$ cat src/rtl/md_sched.sv
// -----------------------------------------------------------------------------
// md_sched - sequencing controller for the execute-stage multiply/divide units.
//
// Launches the multiplier or divider, tracks completion, drives the execute
// stage stall, captures the result and holds it while memory1 back-pressures.
// A flush aborts any in-flight unit operation.
//
// Ports
//   clk, rst_n        clock, asynchronous active-low reset
//   req_valid         execute register holds a valid, non-excepting instr
//   req_is_mul/div    instruction class
//   req_op[1:0]       mul: 0=LO 1=HI 2=HIU ; div: 0=Q 1=QU 2=R 3=RU
//   req_a, req_b      forwarded operands
//   flush             execute-stage flush
//   next_rdy_in       memory1 can accept
//   mul_start         one-cycle multiplier launch
//   div_start         one-cycle divider launch
//   md_signed         signedness presented to the units
//   unit_kill         abort in-flight unit operation
//   mul_out           multiplier product
//   div_done/q/r      divider completion pulse, quotient, remainder
//   eu_stall          execute stage must hold its instruction
//   md_done           md_out valid for the current instruction
//   md_out            selected result
//
// State   | meaning
// --------+----------------------------------------------------------------
// IDLE    | no op in flight; may launch a unit from the execute register
// MUL     | multiplier running, fixed latency counted by r_cnt
// DIV     | divider running, waiting for div_done or the watchdog
// HOLD    | result captured in md_out, waiting for next_rdy_in
// -----------------------------------------------------------------------------
module md_sched #(
    parameter int MUL_LAT = 2,
    parameter int DIV_MAX = 40
) (
    input  logic        clk,
    input  logic        rst_n,
    input  logic        req_valid,
    input  logic        req_is_mul,
    input  logic        req_is_div,
    input  logic [1:0]  req_op,
    input  logic [31:0] req_a,
    input  logic [31:0] req_b,
    input  logic        flush,
    input  logic        next_rdy_in,
    output logic        mul_start,
    output logic        div_start,
    output logic        md_signed,
    output logic        unit_kill,
    input  logic [63:0] mul_out,
    input  logic        div_done,
    input  logic [31:0] div_q,
    input  logic [31:0] div_r,
    output logic        eu_stall,
    output logic        md_done,
    output logic [31:0] md_out
);

    localparam int CNT_MAX = (DIV_MAX > MUL_LAT) ? DIV_MAX : MUL_LAT;
    localparam int CW      = $clog2(CNT_MAX + 1);

    typedef enum logic [1:0] {
        ST_IDLE = 2'd0,
        ST_MUL  = 2'd1,
        ST_DIV  = 2'd2,
        ST_HOLD = 2'd3
    } state_t;

    state_t        r_state;
    logic [CW-1:0] r_cnt;
    logic [1:0]    r_op;
    logic [31:0]   r_md_out;

    logic w_idle;
    logic w_accept;
    logic w_mul_go;
    logic w_div_go;
    logic w_req_signed;
    logic w_busy;
    logic w_div_expire;

    assign w_idle   = (r_state == ST_IDLE);
    assign w_busy   = (r_state == ST_MUL) || (r_state == ST_DIV);
    // Request-derived outputs are gated by rst_n so they read 0 while in reset
    // even if the execute register still shows a request.
    assign w_accept = rst_n & w_idle & req_valid & ~flush;
    assign w_mul_go = w_accept & req_is_mul;
    assign w_div_go = w_accept & ~req_is_mul & req_is_div & (req_b != 32'd0);

    // mul: LO/HI signed, HIU unsigned; div: Q/R signed, QU/RU unsigned (op[0]).
    assign w_req_signed = req_is_mul ? (req_op != 2'd2) : ~req_op[0];

    // Watchdog expiry only counts when the divider did not answer this cycle.
    assign w_div_expire = (r_state == ST_DIV) & ~div_done & (r_cnt >= CW'(DIV_MAX));

    assign mul_start = w_mul_go;
    assign div_start = w_div_go;
    assign md_signed = rst_n & req_valid & w_req_signed;
    assign unit_kill = (w_busy & flush) | w_div_expire;
    assign md_done   = (r_state == ST_HOLD);
    assign md_out    = r_md_out;

    always_comb begin
        eu_stall = 1'b0;
        case (r_state)
            ST_IDLE: eu_stall = rst_n & req_valid & (req_is_mul | req_is_div) & ~flush;
            ST_MUL:  eu_stall = (r_cnt < CW'(MUL_LAT));
            ST_DIV:  eu_stall = 1'b1;
            default: eu_stall = 1'b0;
        endcase
    end

    always_ff @(posedge clk or negedge rst_n) begin
        if (!rst_n) begin
            r_state  <= ST_IDLE;
            r_cnt    <= '0;
            r_op     <= 2'd0;
            r_md_out <= 32'd0;
        end else begin
            case (r_state)
                ST_IDLE: begin
                    if (req_valid && !flush) begin
                        r_op <= req_op;
                        if (req_is_mul) begin
                            r_cnt   <= CW'(1);
                            r_state <= ST_MUL;
                        end else if (req_is_div) begin
                            if (req_b != 32'd0) begin
                                r_cnt   <= CW'(1);
                                r_state <= ST_DIV;
                            end else begin
                                // Divide by zero: quotient 0, remainder is the dividend.
                                r_md_out <= req_op[1] ? req_a : 32'd0;
                                r_state  <= ST_HOLD;
                            end
                        end
                    end
                end
                ST_MUL: begin
                    if (flush) begin
                        r_cnt   <= '0;
                        r_state <= ST_IDLE;
                    end else if (r_cnt >= CW'(MUL_LAT)) begin
                        r_md_out <= (r_op == 2'd0) ? mul_out[31:0] : mul_out[63:32];
                        r_cnt    <= '0;
                        r_state  <= ST_HOLD;
                    end else begin
                        r_cnt <= r_cnt + CW'(1);
                    end
                end
                ST_DIV: begin
                    if (flush) begin
                        r_cnt   <= '0;
                        r_state <= ST_IDLE;
                    end else if (div_done) begin
                        r_md_out <= r_op[1] ? div_r : div_q;
                        r_cnt    <= '0;
                        r_state  <= ST_HOLD;
                    end else if (w_div_expire) begin
                        r_md_out <= 32'd0;
                        r_cnt    <= '0;
                        r_state  <= ST_HOLD;
                    end else begin
                        r_cnt <= r_cnt + CW'(1);
                    end
                end
                default: begin
                    r_cnt <= '0;
                    if (flush || next_rdy_in) begin
                        r_state <= ST_IDLE;
                    end
                end
            endcase
        end
    end

endmodule

$ cat config.mk
export PLATFORM = sky130hd
export DESIGN_NAME = md_sched
export DESIGN_NICKNAME = d
export VERILOG_FILES = /design/src/rtl/md_sched.sv
export SDC_FILE = /design/constraint.sdc
export NUM_CORES = 1
export LEC_CHECK = 0
export BUFFER_PORTS_ARGS = -buffer_cell sky130_fd_sc_hd__buf_2
export CAP_MARGIN = 20
export CORE_AREA = 2 2 98 100
export CTS_CLUSTER_SIZE = 25
export DETAILED_ROUTE_END_ITERATION = 16
export DIE_AREA = 0 0 100 102
export PLACE_DENSITY = 0.84
export SLEW_MARGIN = 20
export SYNTH_ARGS = -nofsm -noshare
export SYNTH_HDL_FRONTEND = slang
export SYNTH_SLANG_ARGS = --single-unit
$ cat constraint.sdc
create_clock -name clk -period 1.8 [get_ports clk]
set_input_delay 0.18 -clock clk [delete_from_list [all_inputs] [get_ports clk]]
set_output_delay 0.18 -clock clk [all_outputs]
set_load 0.005 [all_outputs]
======== Word-level counts from Yosys, hierarchy flattened ========
Cells that the tools add are included.
cells by class
  $add $sub $neg .......................... 1
  $lt $le $gt $ge ......................... 3
  eq/ne operators ......................... 16
  multiplexer cells ....................... 36
  bitwise operators ....................... 20
  reduce and logical (&&, ||, !) cells .... 13
operators by type and width
  operator               count
  $mux W32               12
  $pmux W32 S3           1
  $mux W6                9
  $reduce_bool A32 Y1    1
  $mux W2                9
  $pmux W6 S3            1
  $and A1 B1 Y1          14
  $ne A2 B2 Y1 const B   6
  $reduce_and A9 Y1      1
  $add A6 B1 Y6 const B  1
  $ge A6 B2 Y1 const B   1
  $ge A6 B6 Y1 const B   1
  $lt A6 B2 Y1 const B   1
  $ne A3 B2 Y1 const B   2
  $ne A3 B3 Y1 const B   2
  $pmux W2 S3            1
  $reduce_and A5 Y1      1
  $eq A2 B2 Y1 const B   2
  $logic_not A2 Y1       2
  $ne A2 B1 Y1 const B   2
  $ne A4 B4 Y1 const B   1
  $not A1 Y1             4
  $reduce_bool A4 Y1     1
  $pmux W1 S3            1
  other kinds (9)        12
word-level totals
  register bits ........................... 42
  input bits .............................. 202
  output and inout bits ................... 38
  logic and storage cells ................. 93

======== Longest topological paths before layout ========
  word-level depth ........................ 7
  gate-level depth with buffers ........... 8
  mapped depth without buffers ............ 7

======== Least setup slack after synthesis ========
Ideal clock, no wire load.
  path kind ............................... reg-to-reg
  from .................................... register r_op[1]
  to ...................................... register r_md_out[12], in the netlist md_out[12]
  setup time .............................. 0.125 ns
  arrival time ............................ 1.774 ns
  data required time ...................... 1.675 ns
  path slack .............................. -0.099 ns
  stages on the path, launching flop included .. 8
  buffers on the path ..................... 2
  clock period less this slack ............ 1.899 ns
  cell sequence ........................... dfrtp_1 -> buf_2 -> nor2_1 -> buf_2 -> mux2i_1 -> o22ai_1 -> a22o_1 -> mux2_4
on the way
  longest elaborated chain between the ends .. 5
  elaborated cells on any way between the ends .. 8
  classes of those cells .................. mux (7); reduce/logical (1)
ends and longest elaborated chain
  item                    line  text
  start, declared         72    logic [1:0] r_op;
  start signal, assigned  124   r_op <= req_op;
  $logic_not A2 Y1        145   r_md_out <= (r_op == 2'd0) ? mul_out[31:0] : mul_out[63:32];
  $mux W32                145
  $mux W32                144   end else if (r_cnt >= CW'(MUL_LAT)) begin
  $mux W32                141   if (flush) begin
  $pmux W32 S3 (*)        121   case (r_state)
  end signal, assigned    134   r_md_out <= req_op[1] ? req_a : 32'd0;
  end signal, assigned    145
  end signal, assigned    157   r_md_out <= r_op[1] ? div_r : div_q;
  end, declared           73    logic [31:0] r_md_out;
Mark *: on every way between the ends. The rest lies on a longest branch, timed or not. The select of a mux whose other input is x is not followed.
A chain may end at the register's enable or synchronous reset.

======== Final worst setup path ========
  from .................................... register r_state[0]
  to ...................................... register r_md_out[23], in the netlist md_out[23]
on the way
  longest elaborated chain between the ends .. 5
  elaborated cells on any way between the ends .. 16
  classes of those cells .................. eq/ne (10); mux (1); bitwise (2); reduce/logical (3)
ends and longest elaborated chain
  item                         line     text
  start, declared              70       state_t r_state;
  start signal, assigned       116      r_state <= ST_IDLE;
  start signal, assigned       127      r_state <= ST_MUL;
  start signal, assigned       131      r_state <= ST_DIV;
  $eq A2 B2 Y1                 95, 121
  $and A1 B1 Y1 (2 in a row)   95       assign w_div_expire = (r_state == ST_DIV) & ~div_done & (r_cnt >= CW'(DIV_MAX));
  $ne A3 B3 Y1 (no line)       n/a
  $reduce_and A9 Y1 (no line)  n/a
Several ways; a longest one is shown, not always the timed one.

==> results.md <==
* Core area at 9109 µm²
* Pin count of the biggest net entering global routing at 43
* Mapped Nets at 537
* Post-Route WL at 12.02 mm
* Reg2reg start: r_state[0]
* Synthesized area per cell at 10.39 µm²
* Layout cell share with drive strength beyond 1 at 0.5922
* Die X at 100 µm
* #FFs+latches synth at 42
* Max_cap viols at 0
* Clock Tree Buf Depth at 2
* Detailed Routing Iterations Pass 1 at 4
* Worst-path maximum fanout at 17
* Lkg Pwr at 2.825 nW
* Pins over their slew limit at 0
* Finished Layout Cells at 702
* Slew margin rel. at 0.6306
* Initial core utilization at 0.3742
* CTS tree: built
* CTS root buf: clkbuf_8
* GRT Resource Usage Total at 0.2207
* Fin nets at 799
* Seq/Total Area, Yosys at 0.3084
* R2r setup slk at -0.12 ns
* Count of final setup violators at 34
* Via count at 3746
* Clock transition at path regs at 0.09 ns
* Cell count after placement at 685
* Critical path's largest stage delay at 0.40 ns
* RSZ-0062 raised after global routing: yes
* Maximum clock frequency at 520.8 MHz
* Period minus WS final at 1.920 ns
* RD Place Congestion at 0.8661
* Synth cell types at 33
* Pre-CTS WS at -0.1476 ns
* WHS at 0.04287 ns
* Fin Setup TNS at -2.424 ns
* Routed vias/inst at 5.336
* WS Path Type: flop to flop
* CP dominant cell by count: nor3_2
* Antenna-violating nets left at 0
* CTS H-tree lvls at 2
* Power Density at 1435 nW/µm²
* Initial antenna violation count at 0
* Critical path, cell by cell: inv_2 -> ha_4 -> buf_4 -> nor3_2 -> nor3_2 -> nand3_4 -> buf_12 -> mux2_2
* CTS sink cnt at 42
* CP arrival at 2.10 ns
* Io pins at 240
* Layout Skew at 0.008979 ns
* Crit-path leading delay family: simple AND/OR/NAND/NOR gates
* Data required time at the worst endpoint at 1.98 ns
* # DRC at 0
* Failing checks: negative setup slack
* Die area at 10200 µm²
* Period utilisation layout at 1.067
* Fill count at 798
* Worst path bufs/invs at 3
* Rows at 35
* Number of diodes at 0
* Clk Latency, worst-skew pair at 0.29 ns
* IR drop worst, VDD at 0.6203 mV
* Detailed placement HPWL at 9.381 mm
* Global-route congestion overflow total at 0
* Reg2Reg Depth at 8
* Die height at 102 µm
* Slowest-stage cell, CP: dfrtp_1
* Total CTS buffers at 5
* Setup ws final at -0.1200 ns
* Number of synthesis warnings at 0
* Port bufs at 239
* Run status: finished, violations left
* First-pass GRT wire length at 17.94 mm
* Routed len/inst at 17.12 µm
* Post-Syn Area at 3408 µm²
* CP endpoint kind: flop
* Post-Syn Instances at 328
* Reg-to-reg critical path endpoint: md_out[23]
* HP Class: input port to asynchronous set/reset pin
* Hold Vio Cnt, Final at 0
* CP Launch Type: flop
* Initial DRC count at 90
* Vias in the first global route at 3793
* Area grow syn2layout at 56.09%
* Worst slew pin tran at 0.5540 ns
-- worst max path at each step --
stage                    start    endpoint  slack, ns  cells past startpoint
global placement     req_b[26]  md_out[29]      -0.11                      8
CTS                 r_state[0]    r_cnt[3]      -0.05                      6
floorplan           r_state[0]   md_out[0]      0.001                      7
global route        r_state[1]  md_out[23]      -0.19                      8
detailed placement   req_b[17]  md_out[28]      -0.15                      8
finish              r_state[0]  md_out[23]      -0.12                      8
-- layout make-up --
type / count / area [µm²] / area share
Timing Repair Buffer: 279 / 1654 / 0.3109
Clock buffer: 6 / 72.57 / 0.01364
Multi-Input combinational cell: 249 / 2313 / 0.4349
Clock inverter: 2 / 37.54 / 0.007056
Inverter: 13 / 51.30 / 0.009643
Sequential cell: 42 / 1052 / 0.1978
Tap cell: 111 / 138.9 / 0.02611
-- through the flow --
| step | cell area, µm² | utilization | power, W |
|---|---|---|---|
| 2_1_floorplan | 3490 | - | 0.004689 |
| 3_3_place_gp | 5039 | 0.5532 | 0.006336 |
| 3_5_place_dp | 5039 | 0.5532 | 0.006513 |
| 4_1_cts | 5205 | 0.5714 | 0.007416 |
| 5_1_grt | 5320 | 0.5841 | 0.008105 |
| 6_report | 5320 | 0.5841 | 0.007635 |
-- registers in the layout (all words and copies together) (netlist names) --
signal   count
md_out      32
r_op         2
r_state      2
r_cnt        6
-- Yosys cell counts --
master,number,area share
nor2b_1,4,0.0073
a21oi_1,5,0.0073
or4_4,1,0.0033
mux2i_1,65,0.19
dfrtp_1,42,0.31
buf_1,6,0.0066
inv_1,13,0.014
nand3_1,4,0.0059
o22ai_1,35,0.064
o41ai_2,2,0.0095
nand4_1,3,0.0055
a22o_1,31,0.080
o21ai_0,4,0.0059
nor3_1,6,0.0088
clkbuf_1,11,0.012
nand2b_1,3,0.0055
buf_6,3,0.0099
a32oi_2,1,0.0048
o211ai_1,1,0.0022
nor4_1,6,0.011
o21ai_1,1,0.0015
o31ai_1,3,0.0066
a311oi_1,1,0.0026
mux2_4,29,0.13
ha_1,7,0.026
mux2_2,4,0.013
o41ai_1,1,0.0026
a211oi_1,1,0.0022
nor4_2,5,0.018
nand2_1,13,0.014
nand3_2,1,0.0029
buf_2,4,0.0059
nor2_1,12,0.013
-- routing by layer --
metal / global-route usage / vias up / part of all wire / routed length, µm
li1: - / 1791 / - / -
met1: 0.2604 / 1803 / 0.40 / 4817
met2: 0.4200 / 140 / 0.54 / 6491
met3: 0.03488 / 12 / 0.050 / 596
met4: 0.05269 / 0 / 0.0096 / 116
met5: 0 / - / 0 / 0
-- worst register-to-register path, delay by kind of cell, from the launching register on --
family / cells / cell delay, ns
and+or+nand+nor: 3 / 0.49
DFF: 1 / 0.40
adders and majority gates: 1 / 0.17
muxes: 1 / 0.35
buffers and inverters: 3 / 0.39
-- where the power goes --
| part | switching, W | leakage (nW) | internal [W] |
|---|---|---|---|
| clock | 0.000334 | 0.0514 | 0.000414 |
| combinational | 0.00240 | 2.22 | 0.00289 |
| sequential | 0.000258 | 0.550 | 0.00133 |
| total | 0.00299 | 2.83 | 0.00464 |
-- timing repair --
action,CTS,global route
gates cloned,0,1
setup buffers,2,6
hold endpoints to repair,0,0
pin swaps,6,8
resized for setup,11,13
hold buffers,0,0
setup endpoints to repair,39,40
-- logic make-up (layout without fill, tap and decap cells) --
kind of cell,Yosys count,after routing,share of synthesized area
adder cells (fa/ha/maj),7,7,0.02570
AO/OA/AOI/OAI,86,86,0.1891
multiplexers,98,98,0.3319
buffers and inverters,37,300,0.04883
flip-flops,42,42,0.3084
AND/OR/NAND/NOR,58,58,0.09618
-- placed cells by master, fill, tap and decap left out, drive strengths merged, types with 4 or more instances in the layout --
| cell | count |
|---|---|
| mux2i | 65 |
| inv | 13 |
| nand3 | 5 |
| ha | 7 |
| clkbuf | 7 |
| buf | 278 |
| nor2 | 12 |
| a21oi | 5 |
| o21ai | 5 |
| nor3 | 6 |
| o22ai | 35 |
| mux2 | 33 |
| dfrtp | 42 |
| nand2 | 13 |
| a22o | 31 |
| nor2b | 4 |
| nor4 | 11 |
(Power assumes the default switching activity.)
